[src/rtl/md_stall_ctrl_if.sv]
// Signal bundle between the multiply/divide sequencing controller and the
// surrounding pipeline.
// The controller side uses the master modport. The pipeline side (decode
// registers, hazard unit, MD datapath) uses the slave modport.
interface md_stall_ctrl_if;
  logic [31:0] IR_D;      // instruction in D stage
  logic [31:0] IR_E;      // instruction in E stage
  logic        stall_in;  // load-use / branch hazard stall request
  logic        md_start;  // single-cycle start pulse to the MD unit
  logic [1:0]  md_op;     // 00 mult, 01 multu, 10 div, 11 divu
  logic        md_done;   // HI/LO write enable, last busy cycle
  logic        busy;      // MD unit occupied
  logic        stall_PC;  // hold PC
  logic        stall_D;   // hold F/D register
  logic        flush_E;   // bubble into D/E register

  modport master (
    input  IR_D, IR_E, stall_in,
    output md_start, md_op, md_done, busy, stall_PC, stall_D, flush_E
  );

  modport slave (
    output IR_D, IR_E, stall_in,
    input  md_start, md_op, md_done, busy, stall_PC, stall_D, flush_E
  );
endinterface

[src/rtl/md_stall_ctrl.sv]
// Sequencing controller for the shared multi-cycle HI/LO multiply/divide
// unit. It starts the unit from the E stage and counts down the busy
// time. While a HI/LO consumer in D must wait, it freezes PC/D and
// bubbles E. It also folds in the external hazard stall, so the pipeline
// has one stall/flush source.
module md_stall_ctrl #(
  parameter int MULT_CYCLES = 5,
  parameter int DIV_CYCLES  = 10,
  parameter int CNT_W       = 4
) (
  input  logic              clk,
  input  logic              rst_n,
  md_stall_ctrl_if.master   bus
);

  typedef enum logic {
    IDLE = 1'b0,
    RUN  = 1'b1
  } state_t;

  localparam logic [5:0] OP_SPECIAL = 6'b000000;
  localparam logic [5:0] FN_MFHI    = 6'b010000;
  localparam logic [5:0] FN_MTHI    = 6'b010001;
  localparam logic [5:0] FN_MFLO    = 6'b010010;
  localparam logic [5:0] FN_MTLO    = 6'b010011;
  localparam logic [5:0] FN_MULT    = 6'b011000;
  localparam logic [5:0] FN_MULTU   = 6'b011001;
  localparam logic [5:0] FN_DIV     = 6'b011010;
  localparam logic [5:0] FN_DIVU    = 6'b011011;

  // The counter is loaded with N-1, so the final (done) cycle is the one
  // where it reads zero.
  localparam logic [CNT_W-1:0] MULT_LOAD = CNT_W'(MULT_CYCLES - 1);
  localparam logic [CNT_W-1:0] DIV_LOAD  = CNT_W'(DIV_CYCLES - 1);

  // Decode helpers: opcode SPECIAL plus the listed functs. A nop is
  // SPECIAL/SLL, so it is non-MD without a special case.
  function automatic logic is_md_op(input logic [31:0] ir);
    return (ir[31:26] == OP_SPECIAL) &&
           ((ir[5:0] == FN_MULT) || (ir[5:0] == FN_MULTU) ||
            (ir[5:0] == FN_DIV)  || (ir[5:0] == FN_DIVU));
  endfunction

  function automatic logic is_hilo_move(input logic [31:0] ir);
    return (ir[31:26] == OP_SPECIAL) &&
           ((ir[5:0] == FN_MFHI) || (ir[5:0] == FN_MTHI) ||
            (ir[5:0] == FN_MFLO) || (ir[5:0] == FN_MTLO));
  endfunction

  state_t           state;
  logic [CNT_W-1:0] cnt;
  logic             busy_q;
  logic             done_q;

  logic             md_e;
  logic             uses_md_d;
  logic             start;
  logic             md_stall;
  logic [CNT_W-1:0] cnt_load;

  // Instruction decode, start qualification and stall merge.
  always_comb begin
    // NOTE: every always_comb output gets a default before any branch.
    // A path that leaves a signal unassigned would infer a latch.
    md_e      = 1'b0;
    uses_md_d = 1'b0;
    start     = 1'b0;
    md_stall  = 1'b0;
    cnt_load  = MULT_LOAD;

    md_e      = is_md_op(bus.IR_E);
    uses_md_d = is_md_op(bus.IR_D) || is_hilo_move(bus.IR_D);

    // The stall keeps a second MD op out of E while RUN, so IDLE gating
    // only makes that invariant explicit.
    start     = (state == IDLE) && md_e;

    // Stall on start as well as busy. This catches the HI/LO consumer
    // that directly follows the MD op, one cycle before busy rises.
    md_stall  = uses_md_d && (busy_q || start);

    cnt_load  = bus.IR_E[1] ? DIV_LOAD : MULT_LOAD;
  end

  // IDLE/RUN sequencer with busy-time down-counter. busy and done are
  // registered. done is pre-computed one cycle ahead, so it is high
  // exactly in the cycle the counter reads zero.
  always_ff @(posedge clk) begin
    // NOTE: reset is synchronous. It is sampled only on the rising
    // edge, so a mid-operation reset drops the run at that edge.
    if (!rst_n) begin
      state  <= IDLE;
      cnt    <= '0;
      busy_q <= 1'b0;
      done_q <= 1'b0;
    end else begin
      // NOTE: state registers use non-blocking assignments. All of them
      // then update together from pre-edge values, with no ordering race.
      case (state)
        IDLE: begin
          if (start) begin
            state  <= RUN;
            cnt    <= cnt_load;
            busy_q <= 1'b1;
            done_q <= (cnt_load == '0);
          end else begin
            cnt    <= '0;
            busy_q <= 1'b0;
            done_q <= 1'b0;
          end
        end
        RUN: begin
          if (cnt == '0) begin
            state  <= IDLE;
            busy_q <= 1'b0;
            done_q <= 1'b0;
          end else begin
            cnt    <= cnt - 1'b1;
            busy_q <= 1'b1;
            done_q <= (cnt == CNT_W'(1));
          end
        end
        default: begin
          state  <= IDLE;
          cnt    <= '0;
          busy_q <= 1'b0;
          done_q <= 1'b0;
        end
      endcase
    end
  end

  // Outputs. The stall controls are combinational so the freeze applies
  // in the same cycle as the hazard.
  assign bus.md_start = start;
  assign bus.md_op    = bus.IR_E[1:0];
  assign bus.md_done  = done_q;
  assign bus.busy     = busy_q;
  assign bus.stall_PC = md_stall || bus.stall_in;
  assign bus.stall_D  = md_stall || bus.stall_in;
  assign bus.flush_E  = md_stall || bus.stall_in;

endmodule

[src/flat_wrapper.sv]
// flat-port wrapper written by rule: the top's interface ports become plain ports
module md_stall_ctrl_flat 
#(
  parameter int MULT_CYCLES = 5,
  parameter int DIV_CYCLES  = 10,
  parameter int CNT_W       = 4
)
  (clk, rst_n, bus_IR_D, bus_IR_E, bus_stall_in, bus_md_start, bus_md_op, bus_md_done, bus_busy, bus_stall_PC, bus_stall_D, bus_flush_E);
  md_stall_ctrl_if bus_i ();
  input  logic clk;
  input  logic rst_n;
  input wire logic [$bits(bus_i.IR_D)-1:0] bus_IR_D;
  input wire logic [$bits(bus_i.IR_E)-1:0] bus_IR_E;
  input wire logic [$bits(bus_i.stall_in)-1:0] bus_stall_in;
  output wire logic [$bits(bus_i.md_start)-1:0] bus_md_start;
  output wire logic [$bits(bus_i.md_op)-1:0] bus_md_op;
  output wire logic [$bits(bus_i.md_done)-1:0] bus_md_done;
  output wire logic [$bits(bus_i.busy)-1:0] bus_busy;
  output wire logic [$bits(bus_i.stall_PC)-1:0] bus_stall_PC;
  output wire logic [$bits(bus_i.stall_D)-1:0] bus_stall_D;
  output wire logic [$bits(bus_i.flush_E)-1:0] bus_flush_E;
  assign bus_i.IR_D = bus_IR_D;
  assign bus_i.IR_E = bus_IR_E;
  assign bus_i.stall_in = bus_stall_in;
  assign bus_md_start = bus_i.md_start;
  assign bus_md_op = bus_i.md_op;
  assign bus_md_done = bus_i.md_done;
  assign bus_busy = bus_i.busy;
  assign bus_stall_PC = bus_i.stall_PC;
  assign bus_stall_D = bus_i.stall_D;
  assign bus_flush_E = bus_i.flush_E;
  md_stall_ctrl #(.MULT_CYCLES(MULT_CYCLES), .DIV_CYCLES(DIV_CYCLES), .CNT_W(CNT_W)) u_core (.clk(clk), .rst_n(rst_n), .bus(bus_i));
endmodule
[config.mk]
export PLATFORM = sky130hd
export DESIGN_NAME = md_stall_ctrl_flat
export DESIGN_NICKNAME = d
export VERILOG_FILES = /design/src/rtl/md_stall_ctrl_if.sv /design/src/rtl/md_stall_ctrl.sv /design/src/flat_wrapper.sv
export SDC_FILE = /design/constraint.sdc
export NUM_CORES = 1
export LEC_CHECK = 0
export CELL_PAD_IN_SITES_DETAIL_PLACEMENT = 0
export CELL_PAD_IN_SITES_GLOBAL_PLACEMENT = 1
export CORE_MARGIN = 4
export CORE_UTILIZATION = 13
export DETAILED_ROUTE_END_ITERATION = 8
export GPL_TIMING_DRIVEN = 0
export HOLD_SLACK_MARGIN = 0.03
export PLACE_DENSITY_LB_ADDON = 0.15
export SLEW_MARGIN = 20
export SYNTH_ARGS = -nofsm -noshare
export SYNTH_HDL_FRONTEND = slang
export SYNTH_SLANG_ARGS = --single-unit
[constraint.sdc]
create_clock -name clk -period 2.16 [get_ports clk]
set_input_delay 0.432 -clock clk [delete_from_list [all_inputs] [get_ports clk]]
set_output_delay 0.432 -clock clk [all_outputs]
set_load 0.005 [all_outputs]
==> load_flow_metrics.sql, run 1 <==
INSERT INTO impl_metrics (metric_group, metric, value, unit) VALUES
('place', 'dpl.cell_count', '118', ''),
('cells_and_area', 'layout.cells.most_common_list', '14 x clkdlybuf4s50_1, 10 x dlygate4sd2_1, 6 x buf_4, 6 x dfxtp_1, 4 x nor2_1', ''),
('cells_and_area', 'multi_input_area', '303', 'µm²'),
('global_route', 'global_route.usage.total', '6.63', '%'),
('cells_and_area', 'most_common_cell_after_layout_fill_and_taps_aside', 'clkdlybuf4s50_1', ''),
('synth', 'synth_top_cells_by_area', 'dfxtp_1 28%, buf_4 7.0%, ha_1 5.8%, nand4b_4 5.5%, nor4b_4 5.5%', ''),
('place', 'gp_congestion', '0.688', ''),
('status', 'status', 'finished, final reports clean', ''),
('synth', 'yosysSeqAreaShare', '27.8', '%'),
('synth', 'ys_ff_latch', '6', ''),
('routing', 'drc', '0', ''),
('cts', 'number_of_clock_buffers_inserted_by_tritoncts', '3', ''),
('synth', 'synthDistinctLibCells', '28', ''),
('place', 'dp_slack', '-0.637', 'ns'),
('floorplan', 'top_level_ports', '75', ''),
('synth', 'synth_area', '432', 'µm²'),
('routing', 'detail_route.wl_per_cell', '10.2', 'µm'),
('cells_and_area', 'antenna_cells_inserted', '0', ''),
('global_route', 'gr-total-overflow', '0', ''),
('sta', 'relSlewSlack', '80.6', '%'),
('hold_path', 'hold_path.class', 'reg -> reg', ''),
('floorplan', 'initial_utilization', '13.9', '%'),
('sta', 'setup_total_negative_slack', '0', 'ns'),
('floorplan', 'dieWidth', '65.6', 'µm'),
('power_and_ir_drop', 'p_sw', '0.0634', 'mW'),
('worst_setup_path', 'worstSetupStartpointType', 'primary input', ''),
('power_and_ir_drop', 'design_power_total', '0.287', 'mW'),
('cells_and_area', 'post_layout_nonfiller_instances', '125', ''),
('power_and_ir_drop', 'power.density', '327', 'mW/mm²'),
('cells_and_area', 'ff_latch_area', '120', 'µm²'),
('routing', 'drt_iter0_markers', '4', ''),
('routing', 'detailroute.via_count', '481', ''),
('floorplan', 'std_cell_rows', '20', ''),
('cts', 'cts.clk_slew.worst_paths', '0.05', 'ns'),
('global_route', 'grt_pass1_vias', '536', ''),
('power_and_ir_drop', 'worst_case_vdd_ir_drop', '0.0717', 'mV'),
('flow_run', 'drv_cap', '0', ''),
('power_and_ir_drop', 'clock_power_share', '36.0', '%'),
('sta', 'worst_pin_slew', '0.291', 'ns'),
('floorplan', 'area_of_the_die', '0.00431', 'mm²'),
('routing', 'detail-route-antenna-nets', '0', ''),
('synth', 'post_synthesis_net_count', '113', ''),
('place', 'post_dp_cell_area', '787', 'µm²'),
('worst_setup_path', 'worstSetupPathType', 'in -> out', ''),
('sta', 'layout_min_cycle_time', '2.10', 'ns'),
('synth', 'synth_warnings', '0', ''),
('synth', 'dominantRegCellSynth', 'dfxtp_1', ''),
('synth', 'post_synth.cell_area_avg', '9.81', 'µm²'),
('worst_setup_path', 'worst_setup_path_end_kind', 'output port', ''),
('worst_setup_path', 'critical_path.max_fanout', '3', ''),
('synth', 'synth_top_family_by_area', 'simple AND/OR/NAND/NOR gates', ''),
('power_and_ir_drop', 'power_leakage', '0.388', 'nW'),
('sta', 'final-hold-violation-count', '0', ''),
('synth', 'synth_instances', '44', ''),
('floorplan', 'die_y', '65.6', 'µm'),
('sta', 'finalClockSkew', '0.00510', 'ns'),
('cts', 'clkLatencyLatePin', '0.24', 'ns'),
('cts', 'cts_max_path_bufs', '2', ''),
('worst_setup_path', 'worst_ep_required_time', '1.73', 'ns'),
('synth', 'synth_largest_area_cell', 'dfxtp_1', ''),
('power_and_ir_drop', 'power_frac_comb', '25.3', '%'),
('sta', 'whs', '0.474', 'ns'),
('cells_and_area', 'final_core_util', '28.2', '%'),
('worst_setup_path', 'worst_ep_arrival_time', '1.67', 'ns'),
('synth', 'synth_xor_area_share', '4.06', '%'),
('power_and_ir_drop', 'p_int', '0.223', 'mW'),
('synth', 'synth-async-reset-ratio', '0', '%'),
('cells_and_area', 'areaGrowthSynthToFinish', '103', '%'),
('cts', 'cts_htree_levels', '1', ''),
('global_route', 'grt_antenna_before_repair', '0', ''),
('cells_and_area', 'nFillCells', '355', '');
[critical path, cell delays in order]
cell             delay (ns)
dlygate4sd2_1          0.26
nor4b_4                0.33
nand4b_4               0.15
buf_4                  0.17
nor2_1                 0.10
clkdlybuf4s15_1        0.23
[final cells by class]
cell class | instances | share of cell area [%]
timing repair buffer | 34 | 37.1
multi-input combinational | 30 | 34.6
sequential | 6 | 13.7
tap | 44 | 6.29
buffer | 5 | 4.43
clock buffer | 3 | 2.57
inverter | 3 | 1.29
[timing repair]
action | CTS | global route
resized for setup | 26 | 6
endpoints found under the setup margin | 4 | 3
hold buffers | 0 | 0
pin swaps | 6 | 6
buffers inserted | 4 | 0
[flip-flops by register name, summed over array words and instances, names as in the netlist]
signal / flops
u_core.cnt: 4
u_core.state: 1
u_core.bus.md_done: 1
[cells by family after synthesis]
family,Yosys count
adders and majority gates,2
xor gates and xnor gates,2
and+or+nand+nor,16
buffers and inverters,8
AOI/OAI and AO/OA,10
DFF,6
[cell usage after synthesis, drive strengths merged (2+ instances only)]
cell type and instances:
dfxtp 6, buf 5, inv 3, nor4 3
nor2 4, o21ai 2, ha 2, a21oi 2
nor4b 2
[power by group through the flow]
| stage | combinational, mW | clock [mW] | sequential, mW |
|---|---|---|---|
| after CTS | 0.0705 | 0.111 | 0.111 |
| after detailed placement | 0.0721 | 0 | 0.113 |
| after floorplan | 0.0154 | 0 | 0.113 |
| final | 0.0724 | 0.103 | 0.111 |
| after global routing | 0.0774 | 0.115 | 0.111 |
| after global placement | 0.0717 | 0 | 0.113 |
[layer usage]
metal  vias up  routed length (µm)  GRT usage [%]
met2        30                 556           10.3
met3         2                 207           4.44
met4         0                  24           4.66
met1       214                 487           6.24
li1        235                   -              -
met5         -                   0              0
[worst paths after layout]
kind	from	end	slack [ns]	cells past startpoint
hold reg to reg	u_core.cnt[3]	u_core.bus.md_done	0.47	1
setup reg to reg	u_core.cnt[0]	u_core.cnt[0]	0.68	6
setup / recovery	bus_IR_E[31]	bus_md_start	0.06	6
hold / removal	u_core.cnt[3]	u_core.bus.md_done	0.47	1
Power figures use the tool's default switching activity.
==> run 2, diff against run 1 <==
--- a/config.mk
+++ b/config.mk
@@ -9,6 +9,7 @@
 export CELL_PAD_IN_SITES_GLOBAL_PLACEMENT = 1
 export CORE_MARGIN = 4
 export CORE_UTILIZATION = 13
+export CTS_CLUSTER_DIAMETER = 150
 export DETAILED_ROUTE_END_ITERATION = 8
 export GPL_TIMING_DRIVEN = 0
 export HOLD_SLACK_MARGIN = 0.03
==> constraint.sdc (replaced) <==
create_clock -name clk -period 2.6 [get_ports clk]
set_input_delay 0.52 -clock clk [delete_from_list [all_inputs] [get_ports clk]]
set_output_delay 0.52 -clock clk [all_outputs]
set_load 0.005 [all_outputs]
==> run 2 against run 1 <==
Compared with the run above: sequential share of layout area up 0.36 points; die area stayed put; power decreased by 17%; global-route usage barely moved; cell count is 0.80% higher; core utilization fell by 0.73 points; register-to-register slack improved by 0.44 ns; hold slack did not move.
==> load_flow_metrics.sql, run 2 (synthesis results as in run 1) <==
INSERT INTO impl_metrics (metric_group, metric, value, unit) VALUES
('worst_setup_path', 'worst_path_dominant_cell_family', 'buffers and inverters', ''),
('cells_and_area', 'layout.cells.most_common_list', '21 x clkdlybuf4s50_1, 9 x buf_4, 9 x dlygate4sd2_1', ''),
('cells_and_area', 'final_core_util', '27.5', '%'),
('sta', 'rsz_0062_raised_after_global_routing', 'false', ''),
('cells_and_area', 'max_flop_register', 'u_core.cnt', ''),
('cells_and_area', 'post_layout_nonfiller_instances', '126', ''),
('worst_setup_path', 'worst_ep_required_time', '2.08', 'ns'),
('cts', 'cts_htree_levels', '1', ''),
('floorplan', 'std_cell_rows', '20', ''),
('worst_setup_path', 'worst_ep_arrival_time', '1.98', 'ns'),
('worst_setup_path', 'reg2reg_depth', '6', ''),
('routing', 'viasPerCell', '3.86', ''),
('sta', 'final-hold-violation-count', '0', ''),
('hold_path', 'hold_path.class', 'reg -> reg', ''),
('floorplan', 'area_of_the_die', '0.00431', 'mm²'),
('status', 'status', 'finished, final reports clean', ''),
('global_route', 'gr-total-overflow', '0', ''),
('routing', 'detail_route.wl_per_cell', '9.98', 'µm'),
('cells_and_area', 'final_net_count', '153', ''),
('cts', 'tritoncts', 'done', ''),
('place', 'dp_hpwl', '1.01', 'mm'),
('worst_setup_path', 'crit_path_cell_trace', 'clkdlybuf4s50_1 -> nor4b_4 -> nand4b_4 -> a21oi_4 -> buf_4 -> buf_4 -> dlygate4sd2_1', ''),
('sta', 'finalClockSkew', '0.00510', 'ns'),
('cells_and_area', 'antenna_cells_inserted', '0', ''),
('floorplan', 'top_level_ports', '75', ''),
('place', 'io_buffer_count', '30', ''),
('power_and_ir_drop', 'power.density', '278', 'mW/mm²'),
('cts', 'cts_hold_buf', '0', ''),
('sta', 'max_freq', '400', 'MHz'),
('worst_setup_path', 'critPathMostFrequentCell', 'buf_4', ''),
('place', 'gp_congestion', '0.688', ''),
('sta', 'count_of_pins_over_their_slew_limit', '0', ''),
('power_and_ir_drop', 'worst_case_vdd_ir_drop', '0.0589', 'mV'),
('worst_setup_path', 'worstSetupStartpointType', 'primary input', ''),
('worst_setup_path', 'crit_cells', '7', ''),
('routing', 'drt_pass1_iterations', '2', ''),
('global_route', 'grt_antenna_before_repair', '0', ''),
('worst_setup_path', 'worst_setup_path_end_kind', 'output port', ''),
('cts', 'clkLatencyLatePin', '0.24', 'ns'),
('cts', 'number_of_clock_buffers_inserted_by_tritoncts', '3', ''),
('worst_setup_path', 'critical_path.max_fanout', '3', ''),
('cells_and_area', 'most_common_cell_after_layout_fill_and_taps_aside', 'clkdlybuf4s50_1', ''),
('hold_path', 'worst_hold_startpoint', 'u_core.cnt[3]', ''),
('routing', 'postRouteWirelength', '1.26', 'mm'),
('hold_path', 'worstHoldPathCells', '1', ''),
('sta', 'worst_pin_slew', '0.275', 'ns'),
('flow_run', 'drv_cap', '0', ''),
('worst_setup_path', 'worst_r2r_startpoint', 'u_core.cnt[0]', ''),
('sta', 'layout_min_cycle_time', '2.50', 'ns'),
('sta', 'whs', '0.474', 'ns'),
('cts', 'cts.root.buffer_cell', 'clkbuf_4', ''),
('global_route', 'global_route.usage.total', '6.67', '%'),
('worst_setup_path', 'delay_contributed_by_the_slowest_stage_of_the_critical_path', '0.46', 'ns'),
('routing', 'detail-route-antenna-nets', '0', ''),
('cts', 'cts.clk_slew.worst_paths', '0.05', 'ns'),
('global_route', 'grt_pass1_vias', '543', ''),
('sta', 'relSlewSlack', '81.6', '%'),
('place', 'dpl.cell_count', '118', ''),
('worst_setup_path', 'worstSetupPathType', 'in -> out', ''),
('cts', 'cts_max_path_bufs', '2', ''),
('worst_setup_path', 'setup.reg_to_reg.worst_slack', '1.12', 'ns'),
('routing', 'drt_iter0_markers', '7', ''),
('worst_setup_path', 'buf_inv_stages_crit_path', '4', ''),
('sta', 'setup_viol', '0', ''),
('hold_path', 'hold_path_end', 'u_core.bus.md_done', ''),
('cts', 'cts_num_sinks', '6', ''),
('worst_setup_path', 'r2r-end', 'u_core.cnt[0]', ''),
('sta', 'fin_crit_sh', '96.2', '%'),
('floorplan', 'coreArea', '0.00310', 'mm²'),
('global_route', 'grt_pass1_wl', '2.19', 'mm'),
('cells_and_area', 'largest_register_ffs', '4', ''),
('floorplan', 'dieWidth', '65.6', 'µm'),
('routing', 'drc', '0', ''),
('floorplan', 'initial_utilization', '13.9', '%'),
('routing', 'detailroute.via_count', '486', ''),
('cells_and_area', 'areaGrowthSynthToFinish', '97.7', '%'),
('worst_setup_path', 'master_of_the_slowest_instance_on_the_critical_path', 'clkdlybuf4s50_1', ''),
('cells_and_area', 'drive_above_1_share', '25.6', '%'),
('global_route', 'grt_max_degree', '9', ''),
('power_and_ir_drop', 'power_leakage', '0.341', 'nW'),
('floorplan', 'die_y', '65.6', 'µm');
==> run 2: timing repair <==
| action | 4_1_cts | 5_1_grt |
|---|---|---|
| buffers inserted | 4 | 1 |
| setup endpoints to repair | 4 | 1 |
| pin swaps | 4 | 1 |
| gates resized for setup | 12 | 0 |
==> run 2: how the worst max path moves through the flow <==
stage,slack (ns),startpoint,endpoint
after floorplan,0.70,bus_IR_E[31],bus_stall_D
after global placement,-0.35,bus_IR_E[31],bus_stall_PC
after detailed placement,-0.37,bus_IR_E[31],bus_stall_PC
after CTS,0.04,bus_IR_E[3],bus_stall_PC
after global routing,0.008,bus_IR_E[3],bus_stall_PC
final,0.1,bus_IR_E[3],bus_stall_PC
==> run 2: metrics by stage <==
| step | power (mW) | instance area, µm² | setup TNS (ns) | worst slack [ns] |
|---|---|---|---|---|
| after CTS | 0.244 | 846 | 0 | 0.0377 |
| final | 0.237 | 853 | 0 | 0.0987 |
| after global routing | 0.251 | 853 | 0 | 0.00801 |
| after floorplan | 0.107 | 432 | 0 | 0.701 |
| after detailed placement | 0.154 | 787 | -1.10 | -0.373 |
| after global placement | 0.154 | 787 | -1.03 | -0.353 |
==> run 2: cell type report <==
class	instances	area, µm²
multi-input cells	30	283
well taps	44	55.1
fillers	363	2250
plain buffers	5	35.0
inverters	3	11.3
clock buffers	3	22.5
flip-flops and latches	6	120
repair buffers	35	327
==> run 2: power by group <==
| part | switching (mW) | internal (mW) | leakage, nW |
|---|---|---|---|
| Clock | 0.0334 | 0.0522 | 0.0138 |
| Combinational | 0.0171 | 0.0422 | 0.279 |
| Sequential | 0.0000602 | 0.0923 | 0.0483 |
==> run 2: routing by layer <==
metal  track usage, %  vias to the layer above  share of wire (%)
met2             10.3                       30                 44
met3             4.44                        2                 16
met5                0                        -                  0
met1             6.35                      217                 38
li1                 -                      237                  -
met4             4.66                        0                1.9
==> run 3, diff against run 2 <==
--- a/config.mk
+++ b/config.mk
@@ -14,7 +14,6 @@
 export GPL_TIMING_DRIVEN = 0
 export HOLD_SLACK_MARGIN = 0.03
 export PLACE_DENSITY_LB_ADDON = 0.15
-export SLEW_MARGIN = 20
 export SYNTH_ARGS = -nofsm -noshare
 export SYNTH_HDL_FRONTEND = slang
 export SYNTH_SLANG_ARGS = --single-unit
==> results of run 3 <==
Same layout as run 2: the final DEF is identical, and so are final timing and power.
